[src/rtl/parity_lanes_pkg.sv]
// Shared constants and types for the parity_lanes block: error-counter width,
// its saturation value and the skid-buffer occupancy type.
package parity_lanes_pkg;

  localparam int ERRCNT_W = 16;
  localparam logic [ERRCNT_W-1:0] ERRCNT_MAX = '1;

  typedef logic [1:0] fifo_cnt_t;

  localparam fifo_cnt_t FIFO_EMPTY = 2'd0;
  localparam fifo_cnt_t FIFO_ONE   = 2'd1;
  localparam fifo_cnt_t FIFO_FULL  = 2'd2;

endpackage

[src/rtl/parity_lanes_skid.sv]
// Two-entry skid buffer with a registered in_ready, so out_ready never reaches
// in_ready combinationally. The head register holds its last value when empty.
module parity_lanes_skid
  import parity_lanes_pkg::*;
#(
  parameter int W = 16
) (
  input  logic         clk,
  input  logic         rst_n,
  input  logic         in_valid,
  output logic         in_ready,
  input  logic [W-1:0] in_data,
  output logic         out_valid,
  input  logic         out_ready,
  output logic [W-1:0] out_data
);

  fifo_cnt_t    count_q, count_d;
  logic [W-1:0] head_q, head_d;
  logic [W-1:0] skid_q, skid_d;
  logic         in_ready_q, in_ready_d;
  logic         push, pop;

  always_comb begin
    count_d = count_q;
    head_d  = head_q;
    skid_d  = skid_q;
    push    = in_valid && in_ready_q;
    pop     = (count_q != FIFO_EMPTY) && out_ready;
    case (count_q)
      FIFO_EMPTY: begin
        if (push) begin
          head_d  = in_data;
          count_d = FIFO_ONE;
        end
      end
      FIFO_ONE: begin
        if (push && pop) begin
          head_d = in_data;
        end else if (push) begin
          skid_d  = in_data;
          count_d = FIFO_FULL;
        end else if (pop) begin
          count_d = FIFO_EMPTY;
        end
      end
      FIFO_FULL: begin
        // in_ready is low when full, so only a retire can happen here
        if (pop) begin
          head_d  = skid_q;
          count_d = FIFO_ONE;
        end
      end
      default: count_d = FIFO_EMPTY;
    endcase
    in_ready_d = (count_d != FIFO_FULL);
  end

  always_ff @(posedge clk or negedge rst_n) begin
    if (!rst_n) begin
      count_q    <= FIFO_EMPTY;
      head_q     <= '0;
      skid_q     <= '0;
      in_ready_q <= 1'b0;
    end else begin
      count_q    <= count_d;
      head_q     <= head_d;
      skid_q     <= skid_d;
      in_ready_q <= in_ready_d;
    end
  end

  assign in_ready  = in_ready_q;
  assign out_valid = (count_q != FIFO_EMPTY);
  assign out_data  = head_q;

endmodule

[src/rtl/parity_lanes.sv]
// Per-lane parity checker with a 2-entry output skid buffer.
// Define PARITY_LANES_ERRCNT_EN to build the saturating mismatch counter.
module parity_lanes
  import parity_lanes_pkg::*;
#(
  parameter int LANES    = 8,
  parameter int LANE_W   = 2,
  parameter int COMMON_W = 8,
  parameter int ODD      = 0
) (
  input  logic                    clk,
  input  logic                    rst_n,
  input  logic                    in_valid,
  output logic                    in_ready,
  input  logic [COMMON_W-1:0]     in_common,
  input  logic [LANES*LANE_W-1:0] in_lanes,
  input  logic [LANES-1:0]        in_expect,
  output logic                    out_valid,
  input  logic                    out_ready,
  output logic [LANES-1:0]        out_par,
  output logic [LANES-1:0]        out_mismatch,
  output logic [ERRCNT_W-1:0]     err_count
);

  if (LANES < 1 || LANES > 32) begin : g_bad_lanes
    $fatal(1, "parity_lanes: LANES must be 1..32");
  end
  if (LANE_W < 1 || LANE_W > 16) begin : g_bad_lane_w
    $fatal(1, "parity_lanes: LANE_W must be 1..16");
  end
  if (COMMON_W < 1 || COMMON_W > 64) begin : g_bad_common_w
    $fatal(1, "parity_lanes: COMMON_W must be 1..64");
  end
  if (ODD != 0 && ODD != 1) begin : g_bad_odd
    $fatal(1, "parity_lanes: ODD must be 0 or 1");
  end

  localparam logic ODD_BIT = (ODD != 0);

  logic             common_par;
  logic [LANES-1:0] par;
  logic [LANES-1:0] head_par;
  logic [LANES-1:0] head_mis;

  always_comb begin
    common_par = ^in_common;
    par        = '0;
    for (int k = 0; k < LANES; k++) begin
      par[k] = (^in_lanes[k*LANE_W +: LANE_W]) ^ common_par ^ ODD_BIT;
    end
  end

  parity_lanes_skid #(.W(2*LANES)) u_skid (
    .clk       (clk),
    .rst_n     (rst_n),
    .in_valid  (in_valid),
    .in_ready  (in_ready),
    .in_data   ({par, par ^ in_expect}),
    .out_valid (out_valid),
    .out_ready (out_ready),
    .out_data  ({head_par, head_mis})
  );

  assign out_par      = head_par;
  assign out_mismatch = head_mis;

`ifdef PARITY_LANES_ERRCNT_EN
  logic [ERRCNT_W-1:0] err_count_q, err_count_d;

  always_comb begin
    err_count_d = err_count_q;
    if (out_valid && out_ready && (|head_mis) && (err_count_q != ERRCNT_MAX)) begin
      err_count_d = err_count_q + 1'b1;
    end
  end

  always_ff @(posedge clk or negedge rst_n) begin
    if (!rst_n) begin
      err_count_q <= '0;
    end else begin
      err_count_q <= err_count_d;
    end
  end

  assign err_count = err_count_q;
`else
  assign err_count = '0;
`endif

endmodule
[config.mk]
export PLATFORM = sky130hd
export DESIGN_NAME = parity_lanes
export DESIGN_NICKNAME = d
export VERILOG_FILES = /design/src/rtl/parity_lanes_pkg.sv /design/src/rtl/parity_lanes_skid.sv /design/src/rtl/parity_lanes.sv
export SDC_FILE = /design/constraint.sdc
export NUM_CORES = 1
export LEC_CHECK = 0
export BUFFER_PORTS_ARGS = -buffer_cell sky130_fd_sc_hd__buf_2
export CAP_MARGIN = 20
export CORE_MARGIN = 4
export CORE_UTILIZATION = 48
export DETAILED_ROUTE_END_ITERATION = 10
export GPL_ROUTABILITY_DRIVEN = 1
export PLACE_DENSITY_LB_ADDON = 0.3
export SLEW_MARGIN = 15
export SYNTH_ARGS = -nofsm -noshare
export SYNTH_HDL_FRONTEND = slang
export SYNTH_SLANG_ARGS = --single-unit
[constraint.sdc]
create_clock -name clk -period 4.5 [get_ports clk]
set_input_delay 0.225 -clock clk [delete_from_list [all_inputs] [get_ports clk]]
set_output_delay 0.225 -clock clk [all_outputs]
set_load 0.005 [all_outputs]
=== Yosys cells after proc, flatten, opt, wreduce, memory -nomap -nowiden ===
Cells that the tools add are included.

* Register bits after elaboration: 35
* Bits in latches: 0
* RAM bits: 0
* Bits in read-only memories: 0
* Input port bits: 36
* Logic and storage cells: 47
* Memories: 0

* Add/subtract/negate cells: 0
* Multiply operators: 0
* Divide/modulo/power cells: 0
* Magnitude comparators: 0
* Eq/ne operators: 6
* Shift-type cells: 0
* Multiplexer cells: 10
* Bitwise logic cells: 10
* Reductions and logical operators: 17

{| class="wikitable"
|+ Operators by type and width
! operator !! count
|-
| 2-to-1 mux 16 bit || 3
|-
| one-hot mux 16 bit (3 select lines) || 1
|-
| parity 2 bit || 8
|-
| 2-to-1 mux 2 bit || 5
|-
| parity 8 bit || 1
|-
| bitwise XOR 1 bit || 8
|-
| bitwise XOR 8 bit || 1
|-
| != test 2 x 1 -> 1 bit (second input constant) || 3
|-
| one-hot mux 2 bit (3 select lines) || 1
|-
| AND reduction 4 bit || 1
|-
| logical AND 1 bit || 3
|-
| AND reduction 3 bit || 1
|-
| nonzero test 3 bit || 1
|-
| == test 2 x 1 -> 1 bit (second input constant) || 1
|-
| == test 2 bit (second input constant) || 1
|-
| logical NOT 2 bit || 1
|-
| != test 2 bit (second input constant) || 1
|-
| nonzero test 2 bit || 1
|-
| NOT 1 bit || 1
|}

=== Longest topological paths before layout ===
Gate-level depths: netlist (run 1).

* Depth after elaboration: 7
* Gate-level depth with buffers: 8
* Mapped depth without buffers: 5

=== Modules after synthesis ===
From an unflattened synthesis (run 1), not the netlist that was laid out.

* Cells, all modules: 162
* Area, all modules: 2287.2 um^2

{| class="wikitable"
|+ Modules (own cells, without submodules)
! module !! times used !! cells an instance !! area each (um^2)
|-
| parity_lanes_skid || 1 || 105 || 1526.5
|-
| parity_lanes || 1 || 57 || 760.7
|}

=== Worst setup path before layout (run 1) ===
OpenSTA, ideal clock, no wires.

* Path kind: reg2reg
* Start: register u_skid.count_q[1]
* End: register u_skid.head_q[10] (netlist: u_skid.out_data[10])
* Setup time: 0.118 ns
* Arrival time: 1.702 ns
* Data required time: 4.382 ns
* Setup slack: 2.680 ns
* Stages on the path, launching flop included: 9
* Path buffers: 3
* Period minus slack after synthesis: 1.820 ns
* Cell sequence: dfrtp_1 > nor2b_1 > clkbuf_1 > a2bb2oi_1 > and2_1 > clkbuf_1 > clkbuf_1 > a211oi_1 > a21o_1

* Cells in the longest elaborated chain, start to end: 5
* Elaborated cells between the ends (all ways): 12
* Classes of those cells: eq/ne (5); mux (1); reduce/logical (6)

{| class="wikitable"
|+ Ends and longest elaborated chain
! element !! line !! text
|-
| from (decl) || parity_lanes_skid.sv:18 || <nowiki>fifo_cnt_t count_q, count_d;</nowiki>
|-
| from (signal assigned) || parity_lanes_skid.sv:66 || <nowiki>count_q <= count_d;</nowiki>
|-
| nonzero test 2 bit || parity_lanes_skid.sv:29 || <nowiki>pop = (count_q != FIFO_EMPTY) && out_ready;</nowiki>
|-
| logical AND 1 bit || parity_lanes_skid.sv:29 ||
|-
| logical AND 1 bit || parity_lanes_skid.sv:38 || <nowiki>if (push && pop) begin</nowiki>
|-
| != test 2 x 1 -> 1 bit (no line) || - ||
|-
| AND reduction 4 bit (no line) || - ||
|-
| to (signal assigned) || parity_lanes_skid.sv:62 || <nowiki>head_q <= '0;</nowiki>
|-
| to (signal assigned) || parity_lanes_skid.sv:67 || <nowiki>head_q <= head_d;</nowiki>
|-
| to (decl) || parity_lanes_skid.sv:19 || <nowiki>logic [W-1:0] head_q, head_d;</nowiki>
|}

Several ways; a longest one is shown, not always the timed one.
A chain may end at the register's enable or synchronous reset.

=== Final worst setup path (run 1) ===
* Start: register u_skid.count_q[1]
* End: register u_skid.head_q[14] (netlist: u_skid.out_data[14])

The elaborated chain is that of the path after synthesis.

==> results of run 1 <==
metal layers:
metal,vias to the layer above,GRT usage
li1,728,-
met1,693,0.1978
met2,58,0.2291
met3,4,0.04485
met4,0,0.05243
met5,-,0
flip-flops by register name (all words and copies together), names as in the netlist:
register	flops
u_skid.count_q	2
u_skid.in_ready	1
u_skid.out_data	16
u_skid.skid_q	16
power groups by stage:
| stage | Clock [uW] | Combinational, uW | Sequential [uW] |
|---|---|---|---|
| 6_report | 331 | 648 | 540 |
| 3_5_place_dp | 0 | 653 | 545 |
| 5_1_grt | 353 | 725 | 559 |
| 4_1_cts | 340 | 659 | 540 |
| 3_3_place_gp | 0 | 641 | 541 |
| 2_1_floorplan | 0 | 488 | 543 |
metrics by stage:
| stage | std cells | power (uW) | area (um2) | setup slack (ns) | util |
|---|---|---|---|---|---|
| 2_1_floorplan | 212 | 1031 | 2233 | 2.680 | - |
| 3_3_place_gp | 290 | 1182 | 2390 | 2.376 | 0.5451 |
| 3_5_place_dp | 290 | 1198 | 2390 | 2.320 | 0.5451 |
| 4_1_cts | 298 | 1539 | 2522 | 2.308 | 0.5753 |
| 5_1_grt | 298 | 1637 | 2522 | 2.106 | 0.5753 |
| 6_report | 298 | 1519 | 2522 | 2.324 | 0.5753 |
cell usage in the layout, fill, tap and decap left out:
cell,instances
o21ai_0,9
a211oi_1,8
bufinv_16,2
a21o_1,9
inv_1,1
clkbuf_8,5
mux2_2,8
conb_1,16
nor2b_1,2
xnor2_1,19
buf_2,53
nand2_1,21
clkbuf_1,1
a21oi_1,16
a2bb2oi_1,1
mux2i_1,1
xor2_1,1
dfrtp_1,35
xnor2_4,1
xnor2_2,1
nor2_1,16
nand2b_1,1
and2_1,1
or2_2,1
xnor3_1,16
and3b_1,1
layout make-up:
class                      instances  area (um2)
timing repair buffer              53       265.3
sequential                        35       875.8
clock buffer                       6       72.57
fill                             397        1862
clock inverter                     2       60.06
inverter                           1       3.754
tap                               52       65.06
multi-input combinational        149        1180
synthesized netlist by cell type:
cell type  number  share of area
nand2b_1        1         0.0029
xnor2_1        19          0.076
xnor2_2         1         0.0075
buf_4          16          0.055
inv_1           1         0.0017
mux2i_1         1         0.0046
xor2_1          1         0.0040
xnor2_4         1          0.013
conb_1          1         0.0017
nor2_1         16          0.028
a21oi_1        16          0.037
mux2_2          8          0.041
nor2b_1         2         0.0057
nand2_1        21          0.036
buf_2           1         0.0023
buf_8           1         0.0069
clkbuf_1        9          0.016
a211oi_1        8          0.028
a21o_1          9          0.031
and2_1          1         0.0029
xnor3_1        16           0.17
and3b_1         1         0.0040
a2bb2oi_1       1         0.0040
dfrtp_1        35           0.40
o21ai_0         9          0.021
or2_2           1         0.0029
worst paths after layout:
path	start	end	cells past startpoint
setup / recovery	u_skid.count_q[1]$_DFF_PN0_	u_skid.out_data[14]$_DFFE_PN0P_	5
hold reg to reg	u_skid.out_data[12]$_DFFE_PN0P_	u_skid.out_data[12]$_DFFE_PN0P_	1
max in group asynchronous	rst_n	u_skid.skid_q[15]$_DFFE_PN0P_	1
min in group clk	out_ready	u_skid.in_ready$_DFF_PN0_	2
hold / removal	rst_n	u_skid.out_data[2]$_DFFE_PN0P_	1
setup reg to reg	u_skid.count_q[1]$_DFF_PN0_	u_skid.out_data[14]$_DFFE_PN0P_	5
cells by family after synthesis:
| kind of cell | synth area share |
|---|---|
| AOI/OAI and AO/OA | 0.1201 |
| and+or+nand+nor | 0.08219 |
| xor gates and xnor gates | 0.2661 |
| DFF | 0.4023 |
| buffers and inverters | 0.08160 |
| muxes | 0.04598 |
| other | 0.001722 |
==> metrics.yaml, run 1 <==
run_status:
  run_status: "finished clean"
yosys:
  synthCells: 197
  yosysUniqueCellTypes: 26
  syn_area_per_cell_um2: 11.05
  netlist_area_mm2: 0.002177
  synth_warnings: 0
  ys_seq_area_frac: 0.4023
  ys_seq_elements: 35
timing:
  slew_headroom: 0.3507
  min_period_over_period: 0.4835
  slew_viol_final: 0
  fin_tns_setup_ns: 0
  period_needed_ns: 2.176
  max_freq_mhz: 459.6
  rsz0062_at_grt: "no"
  holdWs_ns: 0.004103
  setup_viol: 0
  hold_violations: 0
  tightest_slew_ns: 0.9739
  skew_ns: 0.006993
cells_and_area:
  antenna_cells: 0
  area_growth_pct: 15.86
  drive_gt1_frac: 0.2886
  nNetsFinal: 281
cts:
  cts_setup_buffers: 0
  cts_tree: "yes"
  clockBufferDepth: 2
  clkLatencyLatePin_ns: 0.28
  numCtsBuffers: 5
  cts_hold_buf: 0
  cts-root-buf: "clkbuf_8"
  clkTransAtPathRegs_ns: 0.07
  htreeDepth: 2
  cts_resized: 0
  cts_sinks: 35
setup_path:
  critPathKind: "reg2reg"
  cp_slowest_cell: "nor2b_1"
  arrival_ns: 2.39
  cp_top_family: "simple AND/OR/NAND/NOR gates"
  path_buf_inv: 0
  crit_path_max_fanout: 24
  crit_path_end_kind: "register"
  critPathMaxStageDelay_ns: 0.57
  rrSetupSlack_ns: 2.32
  crit_chain: "nor2b_1, a2bb2oi_1, and2_1, a211oi_1, a21o_1"
  critPathRequiredTime_ns: 4.72
  worstSetupStartpointType: "register"
routing:
  dr.pass1.iters: 4
  wl_per_cell_um: 13.88
  dr_wl_met2_um: 1872
  vias: 1483
  routed-wl-met3_um: 382
  wl_um: 4136
  drtIter0Drc: 71
  drtAntennaViolNets: 0
  via_per_inst: 4.977
  top_layer_used: "met4"
  drc: 0
  met1_length_um: 1823
global_route:
  grt_pass1_vias: 1282
  grt_overflow: 0
  grt_start_max_net_pins: 36
  antenna_found_initial: 0
  grt_use_total: 0.1478
  grt_pass1_wl_um: 6210
die:
  die_area_mm2: 0.005677
  start_util: 0.4966
  core_area_mm2: 0.004384
  rows: 24
  io_pins: 70
  die_h_um: 75.35
  die_w_um: 75.35
power:
  power_density_mw_per_mm2: 602.1
  p_int_uw: 1043
  power.share.switching: 0.3134
  p_sw_uw: 476.0
  pwr-share-clk: 0.218
  seqPwrFrac: 0.356
  leakage_uw: 0.001342
  combPwrFrac: 0.427
  vdd_ir_drop_max_mv: 0.2975
placed_design:
  io_buffers: 53
  gp_congestion: 0.7317
  dp_hpwl_um: 2810
flow_run:
  drv_cap: 0
hold_path:
  holdCritPathClass: "in2async"
Power figures use the tool's default switching activity.
==> run 2, diff against run 1 <==
clock period = 2.15 ns   (was 4.5 ns; I/O delays follow)
==> metrics.yaml, run 2 (synthesized netlist as in run 1, its figures left out) <==
routing:
  drtIter0Drc: 67  # -5.6%
  dr.pass1.iters: 4  # unchanged
  via_per_inst: 4.983  # +0.14%
  vias: 1500  # +1.1%
  drtAntennaViolNets: 0  # unchanged
  wl_um: 4204  # +1.6%
  wl_per_cell_um: 13.97  # +0.63%
  drc: 0  # unchanged
cells_and_area:
  n_fill_cell: 388  # -2.3%
  final_cell_mix: "53 x buf_2, 35 x dfrtp_1, 21 x nand2_1"
  final_cell_area_mm2: 0.002500  # -0.89%
  area_growth_pct: 14.83
  nNetsFinal: 284  # +1.1%
  drive_gt1_frac: 0.2972  # +0.008571
  final_common_cell: "buf_2"
  antenna_cells: 0  # unchanged
die:
  die_area_mm2: 0.005677  # unchanged
  die_w_um: 75.35  # unchanged
  start_util: 0.4966  # unchanged
  core_area_mm2: 0.004384  # unchanged
  io_pins: 70  # unchanged
  rows: 24  # unchanged
  die_h_um: 75.35  # unchanged
setup_path:
  critPathKind: "in2reg"
  crit_chain: "buf_2, xor2_1, xnor2_2, xnor3_1, a211oi_1, a21o_1"
  cp_slowest_cell: "xnor2_2"
  crit_path_max_fanout: 16  # -33%
  crit_path_end_kind: "register"
  arrival_ns: 1.99  # -0.40 ns
  critPathRequiredTime_ns: 2.37  # -2.35 ns
  worstSetupStartpointType: "input pin"
  critPathMaxStageDelay_ns: 0.68  # +0.11 ns
global_route:
  met2_usage: 0.2579  # +0.02876
  grt_use_total: 0.1526  # +0.004848
  use_met1: 0.1894  # -0.008390
  antenna_found_initial: 0  # unchanged
  grt_use_met3: 0.04485  # unchanged
  gr-max-usage-layer: "met2"
  grt_start_max_net_pins: 36  # unchanged
  grt_pass1_wl_um: 6534  # +5.2%
  grt_pass1_vias: 1410  # +10%
  grt_overflow: 0  # unchanged
timing:
  setup_viol: 0  # unchanged
  max_freq_mhz: 563.8
  skew_ns: 0.003862  # -0.003132 ns
  slew_headroom: 0.4469  # +0.09614
  period_needed_ns: 1.774
  tightest_slew_ns: 0.8256  # -0.1483 ns
  fin_ws_ns: 0.3763  # -1.948 ns
  rsz0062_at_grt: "no"
  slew_viol_final: 0  # unchanged
  fin_tns_setup_ns: 0  # unchanged
  min_period_over_period: 0.8250
  hold_violations: 0  # unchanged
placed_design:
  gp_congestion: 0.7495  # +2.4%
  dpl_cell_area_mm2: 0.002405  # +0.63%
  io_buffers: 53  # unchanged
  pre_cts_slack_ns: 0.04514  # -2.275 ns
  dp_hpwl_um: 2977  # +5.9%
cts:
  clockBufferDepth: 2  # unchanged
  clkLatencyLatePin_ns: 0.28  # about the same
  cts_tree: "yes"
  numCtsBuffers: 5  # unchanged
  cts_sinks: 35  # unchanged
  cts-root-buf: "clkbuf_8"
  clkTransAtPathRegs_ns: 0.07  # about the same
  htreeDepth: 2  # unchanged
  cts_setup_buffers: 0  # unchanged
power:
  leakage_uw: 0.001332  # -0.73%
  vdd_ir_drop_max_mv: 0.4960  # +67%
  power_density_mw_per_mm2: 1181  # +96%
  p_total_uw: 2952  # +94%
run_status:
  run_status: "finished clean"
hold_path:
  holdCritPathClass: "in2reg"
flow_run:
  drv_cap: 0  # unchanged
-- run 2: critical path, delay by kind of cell --
| family | cells | cell delay [ns] |
|---|---|---|
| buffers and inverters | 1 | 0.10 |
| AO/OA/AOI/OAI | 2 | 0.38 |
| XOR/XNOR | 3 | 1.40 |
-- run 2: path summary, 6_finish.rpt --
kind	startpoint	cells after the start	to	slack, ns
setup / recovery	in_common[7]	6	u_skid.out_data[9]$_DFFE_PN0P_	0.38
hold / removal	out_ready	2	u_skid.in_ready$_DFF_PN0_	0.1
setup reg to reg	u_skid.count_q[1]$_DFF_PN0_	5	u_skid.out_data[9]$_DFFE_PN0P_	0.40
hold reg to reg	u_skid.skid_q[12]$_DFFE_PN0P_	2	u_skid.skid_q[12]$_DFFE_PN0P_	0.48
max in group asynchronous	rst_n	2	u_skid.skid_q[10]$_DFFE_PN0P_	1.21
min in group asynchronous	rst_n	2	u_skid.out_data[2]$_DFFE_PN0P_	0.44
-- run 2: routing by layer --
metal / vias up / share of wire
met1: 717 / 0.43
met2: 50 / 0.48
met5: - / 0
met3: 5 / 0.079
li1: 728 / -
met4: 0 / 0.014
-- run 2: timing repair --
action / CTS / global route
endpoints found under the setup margin: 0 / 16
gates resized for setup: 0 / 2
endpoints found under the hold margin: 35 / 0
hold buffers: 1 / 0
-- run 2: final cells by class --
cell class / instances / area [um2] / share of cell area
Sequential cell: 35 / 875.8 / 0.3504
Clock inverter: 1 / 5.005 / 0.002002
Multi-Input combinational cell: 149 / 1184 / 0.4735
Inverter: 1 / 3.754 / 0.001502
Timing Repair Buffer: 56 / 290.3 / 0.1161
Clock buffer: 7 / 76.32 / 0.03053
Tap cell: 52 / 65.06 / 0.02603
-- run 2: power by group --
group / total (uW) / switching [uW] / internal (uW)
Sequential: 1130 / 159 / 974
Combinational: 1370 / 612 / 755
Clock: 452 / 225 / 227
Total: 2950 / 996 / 1960
-- run 2: through the flow --
step                      instances  hold slack [ns]  utilization
after detailed placement        292           0.2367       0.5485
after global placement          292           0.2390       0.5485
final                           301          0.09709       0.5702
after CTS                       301          0.08531       0.5693
after global routing            301           0.1015       0.5702
after floorplan                 212          -0.1881            -
